**src/rtl/riscv_multicycle_controller.sv**
```systemverilog
// Multi-cycle RV32I control FSM: sequences fetch/decode/execute/memory/writeback
// over a shared ALU and one memory port, with a ready stall and a sticky trap.
module riscv_multicycle_controller #(
  parameter bit MEM_HANDSHAKE = 1'b1,
  parameter bit SUPPORT_JALR  = 1'b1,
  parameter bit FULL_BRANCH   = 1'b1
) (
  input  logic       clk,
  input  logic       rst,
  input  logic [6:0] op,
  input  logic [2:0] funct3,
  input  logic       funct7,
  input  logic       zero,
  input  logic       alu_neg,
  input  logic       mem_ready,
  output logic       mem_req,
  output logic       mem_write,
  output logic       adr_src,
  output logic       ir_write,
  output logic       pc_write,
  output logic       reg_write,
  output logic [1:0] result_src,
  output logic [1:0] alu_src_a,
  output logic [1:0] alu_src_b,
  output logic [2:0] alu_control,
  output logic [2:0] imm_src,
  output logic       trap,
  output logic [3:0] state_dbg
);

  typedef enum logic [3:0] {
    S_FETCH = 4'd0, S_DECODE = 4'd1, S_MEMADR = 4'd2, S_MEMREAD = 4'd3,
    S_MEMWB = 4'd4, S_MEMWRITE = 4'd5, S_EXECR = 4'd6, S_EXECI = 4'd7,
    S_ALUWB = 4'd8, S_JALR = 4'd9, S_JAL = 4'd10, S_BRANCH = 4'd11,
    S_LUI = 4'd12, S_TRAP = 4'd13
  } state_t;

  localparam logic [6:0] OP_LOAD = 7'b0000011, OP_STORE = 7'b0100011,
                         OP_R    = 7'b0110011, OP_I     = 7'b0010011,
                         OP_JAL  = 7'b1101111, OP_JALR  = 7'b1100111,
                         OP_BR   = 7'b1100011, OP_LUI   = 7'b0110111;

  localparam logic [2:0] ALU_ADD = 3'b000, ALU_SUB = 3'b001, ALU_AND = 3'b010,
                         ALU_OR  = 3'b011, ALU_SLT = 3'b101;

  state_t     state, nxt;
  logic       ready, alu_ok, br_ok, taken;
  logic [2:0] alu_rr, imm_dec;

  // Without the handshake every memory state is a single cycle.
  assign ready     = mem_ready | ~MEM_HANDSHAKE;
  assign state_dbg = state;

  always_ff @(posedge clk) begin
    if (rst) state <= S_FETCH;
    else     state <= nxt;
  end

  always_comb begin
    alu_ok = 1'b1;
    alu_rr = ALU_ADD;
    case (funct3)
      3'b000:  alu_rr = funct7 ? ALU_SUB : ALU_ADD;
      3'b111:  alu_rr = ALU_AND;
      3'b110:  alu_rr = ALU_OR;
      3'b010:  alu_rr = ALU_SLT;
      default: alu_ok = 1'b0;
    endcase
  end

  always_comb begin
    br_ok = 1'b0;
    taken = 1'b0;
    case (funct3)
      3'b000:  begin br_ok = 1'b1;        taken = zero;     end
      3'b001:  begin br_ok = FULL_BRANCH; taken = ~zero;    end
      3'b100:  begin br_ok = FULL_BRANCH; taken = alu_neg;  end
      3'b101:  begin br_ok = FULL_BRANCH; taken = ~alu_neg; end
      default: ;
    endcase
  end

  always_comb begin
    case (op)
      OP_STORE: imm_dec = 3'b001;
      OP_BR:    imm_dec = 3'b010;
      OP_JAL:   imm_dec = 3'b011;
      OP_LUI:   imm_dec = 3'b100;
      default:  imm_dec = 3'b000;
    endcase
  end

  always_comb begin
    nxt         = state;
    mem_req     = 1'b0;
    mem_write   = 1'b0;
    adr_src     = 1'b0;
    ir_write    = 1'b0;
    pc_write    = 1'b0;
    reg_write   = 1'b0;
    result_src  = 2'b00;
    alu_src_a   = 2'b00;
    alu_src_b   = 2'b00;
    alu_control = ALU_ADD;
    imm_src     = imm_dec;
    trap        = 1'b0;
    case (state)
      S_FETCH: begin
        mem_req    = 1'b1;
        alu_src_b  = 2'b10;
        result_src = 2'b10;
        ir_write   = ready;
        pc_write   = ready;
        if (ready) nxt = S_DECODE;
      end
      S_DECODE: begin
        // Branch/jal target is precomputed into ALUOut here.
        alu_src_a = 2'b01;
        alu_src_b = 2'b01;
        case (op)
          OP_LOAD, OP_STORE: nxt = S_MEMADR;
          OP_R:    nxt = S_EXECR;
          OP_I:    nxt = S_EXECI;
          OP_JAL:  nxt = S_JAL;
          OP_JALR: nxt = SUPPORT_JALR ? S_JALR : S_TRAP;
          OP_BR:   nxt = br_ok ? S_BRANCH : S_TRAP;
          OP_LUI:  nxt = S_LUI;
          default: nxt = S_TRAP;
        endcase
      end
      S_MEMADR: begin
        alu_src_a = 2'b10;
        alu_src_b = 2'b01;
        nxt = (op == OP_STORE) ? S_MEMWRITE : S_MEMREAD;
      end
      S_MEMREAD: begin
        mem_req = 1'b1;
        adr_src = 1'b1;
        if (ready) nxt = S_MEMWB;
      end
      S_MEMWB: begin
        result_src = 2'b01;
        reg_write  = 1'b1;
        nxt        = S_FETCH;
      end
      S_MEMWRITE: begin
        mem_req   = 1'b1;
        mem_write = mem_req;
        adr_src   = 1'b1;
        if (ready) nxt = S_FETCH;
      end
      S_EXECR: begin
        alu_src_a   = 2'b10;
        alu_control = alu_rr;
        nxt = alu_ok ? S_ALUWB : S_TRAP;
      end
      S_EXECI: begin
        alu_src_a   = 2'b10;
        alu_src_b   = 2'b01;
        alu_control = (funct3 == 3'b000) ? ALU_ADD : alu_rr;
        nxt = alu_ok ? S_ALUWB : S_TRAP;
      end
      S_ALUWB: begin
        reg_write = 1'b1;
        nxt       = S_FETCH;
      end
      S_JALR: begin
        alu_src_a = 2'b10;
        alu_src_b = 2'b01;
        imm_src   = 3'b000;
        nxt       = S_JAL;
      end
      S_JAL: begin
        pc_write  = 1'b1;
        alu_src_a = 2'b01;
        alu_src_b = 2'b10;
        nxt       = S_ALUWB;
      end
      S_BRANCH: begin
        alu_src_a   = 2'b10;
        alu_control = ALU_SUB;
        pc_write    = taken;
        nxt         = S_FETCH;
      end
      S_LUI: begin
        alu_src_a = 2'b11;
        alu_src_b = 2'b01;
        imm_src   = 3'b100;
        nxt       = S_ALUWB;
      end
      S_TRAP:  trap = 1'b1;
      default: nxt = S_FETCH;
    endcase
    // Reset silences every strobe and select in the cycle it is asserted.
    if (rst) begin
      mem_req     = 1'b0;
      mem_write   = 1'b0;
      adr_src     = 1'b0;
      ir_write    = 1'b0;
      pc_write    = 1'b0;
      reg_write   = 1'b0;
      result_src  = 2'b00;
      alu_src_a   = 2'b00;
      alu_src_b   = 2'b00;
      alu_control = 3'b000;
      imm_src     = 3'b000;
      trap        = 1'b0;
    end
  end

endmodule

```
**config.mk**
```make
export PLATFORM = sky130hd
export DESIGN_NAME = riscv_multicycle_controller
export DESIGN_NICKNAME = d
export VERILOG_FILES = /design/src/rtl/riscv_multicycle_controller.sv
export SDC_FILE = /design/constraint.sdc
export NUM_CORES = 1
export LEC_CHECK = 0
export ABC_AREA = 1
export CAP_MARGIN = 20
export CORE_MARGIN = 4
export CORE_UTILIZATION = 30
export DETAILED_ROUTE_END_ITERATION = 10
export GPL_ROUTABILITY_DRIVEN = 0
export GPL_TIMING_DRIVEN = 0
export PLACE_DENSITY_LB_ADDON = 0.08
export SYNTH_ARGS = -nofsm -noshare
export SYNTH_HDL_FRONTEND = slang
export SYNTH_SLANG_ARGS = --single-unit
```
**constraint.sdc**
```tcl
create_clock -name clk -period 2.1 [get_ports clk]
set_input_delay 0.42 -clock clk [delete_from_list [all_inputs] [get_ports clk]]
set_output_delay 0.42 -clock clk [all_outputs]
set_load 0.005 [all_outputs]
```
==> results of run 1 <==
==> report_power, final <==
group	switching, mW	leakage [nW]	internal (mW)	total (mW)
sequential	0.0618	0.0356	0.117	0.178
combinational	0.400	0.637	0.369	0.769
clock	0.0279	0.0138	0.0637	0.0916
total	0.490	0.686	0.549	1.04
==> kinds of logic (layout without fill, tap and decap cells) <==
family | after synthesis | after routing | share of synthesized area (%)
flops | 4 | 4 | 11.03
buf+inv | 28 | 76 | 14.48
simple gates | 90 | 90 | 54.31
compound gates | 20 | 20 | 18.79
mux | 1 | 1 | 1.379
==> critical path, delay by kind of cell <==
kind	cells	cell delay, ps
AOI/OAI and AO/OA	1	220
buffers and inverters	4	760
and+or+nand+nor	3	250
==> metal layers <==
layer  vias up  routed length, um  global-route usage [%]
li1        554                  -                       -
met1       483               1131                   19.73
met2        35               1240                   26.43
met3         4                146                   3.394
met4         0                 21                   1.656
met5         -                  0                       0
==> what timing repair did <==
action / 4_1_cts / 5_1_grt
resized for setup: 47 / 31
pin swaps: 8 / 7
setup buffers: 5 / 3
endpoints found under the setup margin: 17 / 16
endpoints found under the hold margin: 0 / 0
==> cells in the final DEF (no fill, tap or decap), types with 3 or more instances in the layout <==
cell type,instances
nor2_2,9
nand2_1,31
nand3_2,4
nor2_4,6
buf_4,8
nand2_2,7
dlygate4sd2_1,11
nor2_1,18
inv_1,18
a21oi_1,6
dlymetal6s2s_1,7
nand3_1,5
a21oi_2,4
inv_2,8
nor3_1,5
dfxtp_4,4
buf_2,3
clkbuf_4,3
clkdlybuf4s50_1,15
==> worst max path at each step <==
| stage | slack (ps) | cells past startpoint | to |
|---|---|---|---|
| final | 20 | 8 | imm_src[0] |
| after CTS | -130 | 7 | imm_src[0] |
| after floorplan | 570 | 5 | imm_src[0] |
| after global placement | -540 | 7 | imm_src[0] |
| after detailed placement | -520 | 7 | imm_src[0] |
| after global routing | -50 | 6 | imm_src[2] |
==> final cells by class <==
cell class | instances | share of cell area [%]
Timing Repair Buffer | 45 | 31.61
Inverter | 26 | 7.338
Sequential cell | 4 | 7.150
Tap cell | 28 | 2.634
Buffer | 2 | 0.7526
Clock buffer | 3 | 1.693
Multi-Input combinational cell | 111 | 48.82
==> stage by stage <==
stage                     power (mW)  utilization (%)  TNS (ps)
after global routing           1.136            58.99    -148.7
after floorplan               0.5037                -         0
after CTS                     0.9789            54.77    -125.6
after detailed placement      0.7910            50.17     -2614
after global placement        0.7810            50.17     -2380
final                          1.039            58.99         0
==> metrics.md, run 1 <==
| Metric | Value |
|---|---|
| Status | completed |
| Hold Startpoint | rst |
| Pleak | 0.6862 nW |
| Critical Path, Cell by Cell | clkdlybuf4s50_1 > nand2_2 > inv_2 > nand3_2 > inv_2 > nand3_2 > a211oi_2 > buf_2 |
| Cell with the most instances after synthesis | nand2_1 |
| Maximum clock frequency | 481.3 MHz |
| Number of synthesized flops with an enable pin | 0 |
| RSZ-0062 raised after global routing | true |
| Leading cell types by count after synthesis | 38 x nand2_1, 28 x nor2_1, 23 x inv_1 |
| Grt total ovfl | 0 |
| Initial core utilization | 32.19% |
| Vias in the first global route | 971 |
| Setup ws final | 22.22 ps |
| Final setup viols | 0 |
| H-Tree Depth | 1 |
| Multi-input gate area | 649.4 um^2 |
| IO buf count | 37 |
| Vias per Instance | 4.913 |
| Largest cells by area after synthesis | nand2_1 20%, nor2_1 14%, inv_1 12%, dfxtp_1 11%, nand3_1 6.2% |
| GR Util All Layers | 15.20% |
| R2R cell count | 9 |
| TritonCTS clock tree | yes |
| Slew HR | 82.47% |
| Crit path max-delay cell type | clkdlybuf4s50_1 |
| N_diodes | 0 |
| Detail Placement HPWL | 1976 um |
| Register-to-register setup slack | 700 ps |
| Reg-to-Reg End | state_dbg[3] |
| Filler instances | 249 |
| First-pass GRT wire length | 4133 um |
| Synth unique cells | 26 |
| Routed Antenna Nets | 0 |
| Chip height | 57.19 um |
| Die X | 57.19 um |
| Max reg flops | 4 |
| Asr flop ratio synth | 0% |
| Crit share post-route | 98.94% |
| Dpl ws | -518.5 ps |
| Final Skew | 4.018 ps |
| Core Area | 2255 um^2 |
| Hold endpoint | state_dbg[2] |
| Root Driver | clkbuf_4 |
| Synthesized netlist net count | 159 |
| Share of cells above drive strength 1 | 34.03% |
| Layout Cells excl Fill | 219 |
| Syn avg cell area | 5.075 um^2 |
| Slew Viols, Final | 0 |
| Slew @ Worst Pin | 263.0 ps |
| Critical Path RT | 1680 ps |
| Largest net degree at the start of global routing | 11 |
| Gate Count Post-Synth | 143 |
| Hold Crit Class | in2reg |
| Warnings from Yosys | 0 |
| Number of cell rows | 17 |
| Clock Tree Buf Depth | 2 |
| Sequential share of the synthesized area | 11.03% |
| Post-CTS Hold Fix Bufs | 0 |
| DRT iter0 DRCs | 9 |
| Post-placement cell count | 208 |
| Max_cap viols | 0 |
| Fin area | 1330 um^2 |
| Startpoint Class | primary input |
| Crit Path Class | in2out |
| #FFs+latches synth | 4 |
| Ports | 39 |
| Final hold vios | 0 |
| Peak supply drop | 873.2 uV |
| Minimum clock period | 2078 ps |
| Clock latency on the worst-skew pair | 230 ps |
| Hold Path Depth | 2 |
| Area grow syn2layout | 83.28% |
| WL/cell | 11.59 um |
| Register area | 95.09 um^2 |
| CP endpoint kind | primary output |
| Fin Hold WS | 523.5 ps |
| Inserted Clock Buffers | 3 |
| Pwr Density | 781.2 nW/um^2 |
| WP data arrival | 1660 ps |
| DRC | 0 |
| CTS sink count | 4 |
| Delay of the slowest critical-path stage | 470 ps |
| Main flop type after synthesis | dfxtp_1 |
| Post-Route WL | 2539 um |
| Placed Instance Area | 1131 um^2 |
| Clk pin slew, worst setup/hold paths | 30 ps |
| Worst R2R Start | state_dbg[3] |
| Antenna violations before repair | 0 |
| Fin nets | 209 |
| Via count of the routed design | 1076 |
| Die area | 3270 um^2 |
| Yosys top cell area share | 19.66% |
| Crit-path max FO | 3 |
| CP startpoint | op[0] |
| Post-synth design cell area | 725.7 um^2 |
| Largest area contributor in the netlist | nand2_1 |
| DR pass1 iterations | 5 |
No activity file was read; power rests on OpenSTA's default activity.
==> run 2: changes to the inputs <==
Settings changed: PLACE_DENSITY set to 0.74, PLACE_DENSITY_LB_ADDON 0.08 to unset.
==> run 2 against run 1 <==
Maximum frequency increased by 0.26%. Wire length decreased by 0.67%. Sequential power about the same. Global-route usage about the same. Critical path type unchanged. Critical endpoint unchanged. Largest power group unchanged.
==> metrics.md, run 2 (same netlist as run 1, synthesis figures left out) <==
| Metric | Value |
|---|---|
| Crit path max-delay cell type | clkdlybuf4s50_1 |
| IO buf count | 37 (unchanged) |
| Most frequent cells in the layout | 31 x nand2_1, 19 x nor2_1, 18 x inv_1, 18 x clkdlybuf4s50_1, 12 x dlygate4sd2_1 |
| Crit-path max FO | 4 (+1) |
| Most used cell, CP | inv_2 |
| Post-Route WL | 2522 um (-0.67%) |
| Pwr Density | 766.4 nW/um^2 (-1.9%) |
| Routed Antenna Nets | 0 (unchanged) |
| Via count of the routed design | 1084 (+0.74%) |
| Antenna violations before repair | 0 (unchanged) |
| Root Driver | clkbuf_4 |
| Grt total ovfl | 0 (unchanged) |
| Clock Tree Buf Depth | 2 (unchanged) |
| WL/cell | 11.62 um (+0.25%) |
| Detail Placement HPWL | 1960 um (-0.81%) |
| Critical Path, Cell by Cell | clkdlybuf4s50_1 > nand2_2 > inv_2 > nand3_2 > inv_2 > nand3_4 > a211oi_2 > buf_2 |
| Setup ws final | 27.58 ps (+5.370 ps) |
| Hold Crit Class | in2reg |
| H-Tree Depth | 1 (unchanged) |
| Fin area | 1287 um^2 (-3.2%) |
| CP endpoint kind | primary output |
| Clock power share | 9.7% (+0.9 points) |
| First-pass GRT wire length | 4084 um (-1.2%) |
| Minimum clock period | 2072 ps (-5.370 ps) |
| Layout Cells excl Fill | 217 (-0.91%) |
| Fin nets | 207 (-0.96%) |
| Clk pin slew, worst setup/hold paths | 40 ps (about the same) |
| RSZ-0062 raised after global routing | true |
| WP data arrival | 1650 ps (about the same) |
| Critical Path RT | 1680 ps (about the same) |
| Core Area | 2255 um^2 (unchanged) |
| Seq pwr share | 18.0% (+0.8 points) |
| Final setup viols | 0 (unchanged) |
| Ports | 39 (unchanged) |
| Final Skew | 4.910 ps (+0.8927 ps) |
| Number of cell rows | 17 (unchanged) |
| Vias per Instance | 4.995 (+1.7%) |
| DRT iter0 DRCs | 21 (+12) |
| Chip height | 57.19 um (unchanged) |
| Area grow syn2layout | 77.41% |
| Slew Viols, Final | 0 (unchanged) |
| Startpoint Class | primary input |
| Initial core utilization | 32.19% (unchanged) |
| Delay of the slowest critical-path stage | 480 ps (about the same) |
| GR Util All Layers | 15.17% (-0.025 points) |
| Placed Instance Area | 1131 um^2 (unchanged) |
| DR pass1 iterations | 4 (-1) |
| TritonCTS clock tree | yes |
| Post-placement cell count | 208 (unchanged) |
| Pleak | 0.6187 nW (-9.8%) |
| Die area | 3270 um^2 (unchanged) |
| Die X | 57.19 um (unchanged) |
| Inserted Clock Buffers | 3 (unchanged) |
| Slew HR | 84.24% (+1.8 points) |
| Final hold vios | 0 (unchanged) |
| Largest net degree at the start of global routing | 11 (unchanged) |
| NetSw | 0.4695 mW (-4.2%) |
| Max reg flops | 4 (unchanged) |
| Crit Path Class | in2out |
| N_diodes | 0 (unchanged) |
| Pwr Total | 0.9868 mW (-5.0%) |
| Crit share post-route | 98.69% (-0.26 points) |
| Share of cells above drive strength 1 | 31.22% (-2.8 points) |
| Clock latency on the worst-skew pair | 230 ps (about the same) |
| Status | completed |
| CTS sink count | 4 (unchanged) |
| Slew @ Worst Pin | 236.4 ps (-26.65 ps) |
| Max_cap viols | 0 (unchanged) |
| Switching Fraction | 47.58% (+0.44 points) |
| Internal cell power | 0.5172 mW (-5.8%) |
| Dpl ws | -532.6 ps (-14.09 ps) |
| Maximum clock frequency | 482.5 MHz (+0.26%) |
| Commonest non-fill, non-tap cell in the layout | nand2_1 |
| Peak supply drop | 447.1 uV (-49%) |
| Fin Hold WS | 483.5 ps (-39.97 ps) |
| Comb power frac | 72.3% (-1.7 points) |
| Vias in the first global route | 1018 (+4.8%) |
| DRC | 0 (unchanged) |
## run 2: changes by cell type in the layout (fill, tap and decap cells not counted), moves of 2 or more
| cell | previous run | this run |
|---|---|---|
| dlymetal6s2s_1 | 7 | 2 |
| clkdlybuf4s50_1 | 15 | 18 |
| buf_4 | 8 | 6 |
| clkdlybuf4s15_1 | 0 | 2 |
## run 2: cell type report
class,count,area (um^2)
Tap cell,28,35.03
Timing Repair Buffer,43,390.4
Multi-Input combinational cell,111,636.9
Clock buffer,3,22.52
Buffer,2,10.01
Sequential cell,4,95.09
Fill cell,241,967.2
Inverter,26,97.59
## run 2: routing by layer
| layer | vias up | wire length [um] | track usage, % |
|---|---|---|---|
| met1 | 499 | 1023 | 15.50 |
| met4 | 0 | 14 | 6.291 |
| met5 | - | 0 | 0 |
| li1 | 554 | - | - |
| met3 | 2 | 105 | 1.357 |
| met2 | 29 | 1378 | 30.67 |
## run 2: final timing paths
check	startpoint	to	slack, ps	depth (start not counted)
hold / removal	rst	state_dbg[2]	480	2
hold reg to reg	state_dbg[2]	state_dbg[2]	560	2
setup reg to reg	state_dbg[3]	state_dbg[3]	660	9
setup / recovery	op[1]	imm_src[0]	30	8
## run 2: power by group through the flow
stage	Combinational, mW	Sequential [mW]	Clock (mW)
after floorplan	0.361	0.143	0
after global placement	0.626	0.147	0
after detailed placement	0.633	0.148	0
after CTS	0.674	0.169	0.101
after global routing	0.781	0.182	0.108
final	0.714	0.178	0.0953
## run 2: critical path: cells and delay by family
family,cells,cell delay (ps)
compound gates,1,210
buf+inv,4,790
simple gates,3,230
## run 2: timing repair
item,CTS,global route
setup endpoints to repair,17,11
resized for setup,55,18
buffers inserted,3,3
hold buffers,0,0
pin swaps,7,5
## run 2: stage by stage
step | utilization (%) | setup TNS [ps]
CTS | 55.05 | -60.45
global placement | 50.17 | -2344
detailed placement | 50.17 | -2794
floorplan | - | 0
finish | 57.10 | 0
global route | 57.10 | -97.94
==> run 3: changes to the inputs <==
Settings changed: CORE_UTILIZATION 30 to 42, PLACE_DENSITY 0.74 to 0.95, TNS_END_PERCENT set to 30.
==> run 3 against run 2 <==
The run now ends with negative setup slack left. Clock-buffer cell count stayed put. Clock power grew 1%. Final cell count down 5.1%. Register-to-register slack improved by 80 ps. Critical endpoint is now mem_req. Highest routed layer unchanged.
==> metrics.md, run 3 (same netlist as run 1, synthesis figures left out) <==
| Metric | Value |
|---|---|
| Grt total ovfl | 0 (unchanged) |
| Layout Cells excl Fill | 206 (-5.1%) |
| Maximum clock frequency | 468.2 MHz (-3.0%) |
| Worst R2R Start | state_dbg[3] |
| Slew HR | 64.69% (-20 points) |
| Switching Fraction | 49.50% (+1.9 points) |
| Number of cell rows | 14 (-3) |
| H-Tree Depth | 1 (unchanged) |
| WP depth | 7 (-1) |
| Post-Route WL | 3028 um (+20%) |
| First-pass GRT wire length | 3870 um (-5.2%) |
| CP endpoint kind | primary output |
| Commonest non-fill, non-tap cell in the layout | nand2_1 |
| Final hold vios | 0 (unchanged) |
| Crit Path Class | reg2out |
| Die area | 2457 um^2 (-25%) |
| CP startpoint | state_dbg[0] |
| Filler instances | 111 (-54%) |
| Crit-path max FO | 8 (+4) |
| Reg-to-Reg End | state_dbg[0] |
| Critical Path RT | 1680 ps (about the same) |
| Crit share post-route | 101.7% (+3.0 points) |
| Vias per Instance | 5.825 (+17%) |
| Clock power share | 9.7% (about the same) |
| DRT iter0 DRCs | 58 (+180%) |
| WL/cell | 14.70 um (+26%) |
| Final setup viols | 1 (+1) |
| Routed Antenna Nets | 0 (unchanged) |
| WP data arrival | 1720 ps (+70 ps) |
| Internal cell power | 0.5020 mW (-2.9%) |
| Buf/Inv on CP | 2 (-2) |
| Max_cap viols | 0 (unchanged) |
| CTS sink count | 4 (unchanged) |
| Minimum clock period | 2136 ps (+63.44 ps) |
| Inserted Clock Buffers | 3 (unchanged) |
| Clock latency on the worst-skew pair | 240 ps (about the same) |
| Area grow syn2layout | 79.31% |
| Core Area | 1577 um^2 (-30%) |
| RSZ-0062 raised after global routing | true |
| Pwr Density | 764.0 nW/um^2 (-0.32%) |
| Via count of the routed design | 1200 (+11%) |
| N_diodes | 0 (unchanged) |
| Most frequent cells in the layout | 31 x nand2_1, 20 x nor2_1, 17 x clkdlybuf4s50_1 |
| Initial core utilization | 46.03% (+14 points) |
| Setup ws final | -35.85 ps (-63.44 ps) |
| GR Util All Layers | 19.68% (+4.5 points) |
| Post-placement cell count | 196 (-5.8%) |
| IO buf count | 37 (unchanged) |
| Delay of the slowest critical-path stage | 520 ps (+40 ps) |
| Status | complete, but fails checks |
| Peak supply drop | 748.2 uV (+67%) |
| Max reg flops | 4 (unchanged) |
| Clk pin slew, worst setup/hold paths | 30 ps (about the same) |
| Register-to-register setup slack | 740 ps (+80 ps) |
| Detail Placement HPWL | 1924 um (-1.8%) |
| Root Driver | clkbuf_4 |
| R2R cell count | 8 (-1) |
| Largest net degree at the start of global routing | 11 (unchanged) |
| Family with the most delay on the worst path | buffers and inverters |
| End point of the critical path | mem_req |
| Startpoint Class | flop |
| Final Skew | 2.423 ps (-2.487 ps) |
| NetSw | 0.4921 mW (+4.8%) |
| Post-CTS Hold Fix Bufs | 0 (unchanged) |
| Slew @ Worst Pin | 529.6 ps (+293.3 ps) |
| Chip height | 49.57 um (-13%) |
| Hold Crit Class | reg2reg |
| Hold Startpoint | state_dbg[2] |
| Violations in the final reports | negative setup slack |
| Pleak | 0.6473 nW (+4.6%) |
| Fin Hold WS | 558.9 ps (+75.40 ps) |
| Share of cells above drive strength 1 | 31.58% (+0.36 points) |
| Slew Viols, Final | 0 (unchanged) |
| Ports | 39 (unchanged) |
| Antenna violations before repair | 0 (unchanged) |
| DRC | 0 (unchanged) |
| Crit path max-delay cell type | clkdlybuf4s50_1 |
| Die X | 49.57 um (-13%) |
| Critical Path, Cell by Cell | inv_2 > nor2_4 > nand3_2 > nand2_1 > nor2_2 > nor2_1 > clkdlybuf4s50_1 |
| TritonCTS clock tree | yes |
| Vias in the first global route | 995 (-2.3%) |
| Seq pwr share | 18.2% (+0.2 points) |
| Clock Tree Buf Depth | 2 (unchanged) |
| Comb power frac | 72.1% (-0.2 points) |
| DR pass1 iterations | 4 (unchanged) |
| Fin nets | 208 (+0.48%) |
==> run 3: cell count changes in the layout (fill, tap and decap cells not counted), sizes merged <==
cell,delta
dlymetal6s2s,+3
clkdlybuf4s15,-1
clkdlybuf4s50,-1
dlygate4sd2,-1
clkbuf,+2
buf,-1
==> run 3: routing by layer <==
layer / up-vias / track usage, % / share of wire (%)
li1: 558 / - / -
met1: 524 / 18.35 / 36
met2: 102 / 39.65 / 51
met3: 16 / 5.120 / 9.7
met4: 0 / 7.373 / 3.6
met5: - / 0 / 0
==> run 3: timing repair <==
action | CTS | global route
buffers inserted | 2 | 5
gates cloned | 0 | 0
resized for setup | 44 | 30
endpoints found under the setup margin | 17 | 12
pin swaps | 3 | 6
==> run 3: worst min path at each step <==
stage | cells past startpoint | slack [ps] | to
after floorplan | 2 | 550 | state_dbg[2]
after global placement | 2 | 570 | state_dbg[2]
after detailed placement | 2 | 590 | state_dbg[2]
after CTS | 2 | 540 | state_dbg[2]
after global routing | 2 | 560 | state_dbg[0]
final | 2 | 560 | state_dbg[2]
==> run 3: through the flow <==
stage	setup TNS [ps]	setup slack [ps]	util, %	power (mW)	instance area, um^2
finish	-35.85	-35.85	82.54	0.9941	1301
global route	-426.3	-101.5	82.54	1.069	1301
CTS	-260.6	-89.23	76.03	0.9125	1199
detailed placement	-2302	-531.8	70.79	0.7848	1116
global placement	-2136	-526.0	70.79	0.7650	1116
floorplan	0	569.5	-	0.5037	725.7
==> run 3: worst register-to-register path, cell delays in order (launching register included) <==
cell,delay [ps]
dfxtp_4,350
inv_1,150
nand2_2,120
nor2_4,150
nand3_1,130
o21a_1,130
nand2_1,70
nand2_1,70
a21oi_2,110
==> run 3: cell type report <==
cell class	count	area (um^2)	area share, %
buffer	2	8.758	0.6731
clock buffer	3	22.52	1.731
tap	16	20.02	1.538
inverter	26	100.1	7.692
multi-input combinational	111	646.9	49.71
sequential	4	95.09	7.308
timing repair buffer	44	407.9	31.35
==> run 3: power groups by stage <==
stage / clock network, mW / registers [mW] / logic, mW
final: 0.0967 / 0.180 / 0.717
after global routing: 0.120 / 0.184 / 0.766
after CTS: 0.0985 / 0.165 / 0.649
after detailed placement: 0 / 0.150 / 0.635
after global placement: 0 / 0.148 / 0.617
after floorplan: 0 / 0.143 / 0.361
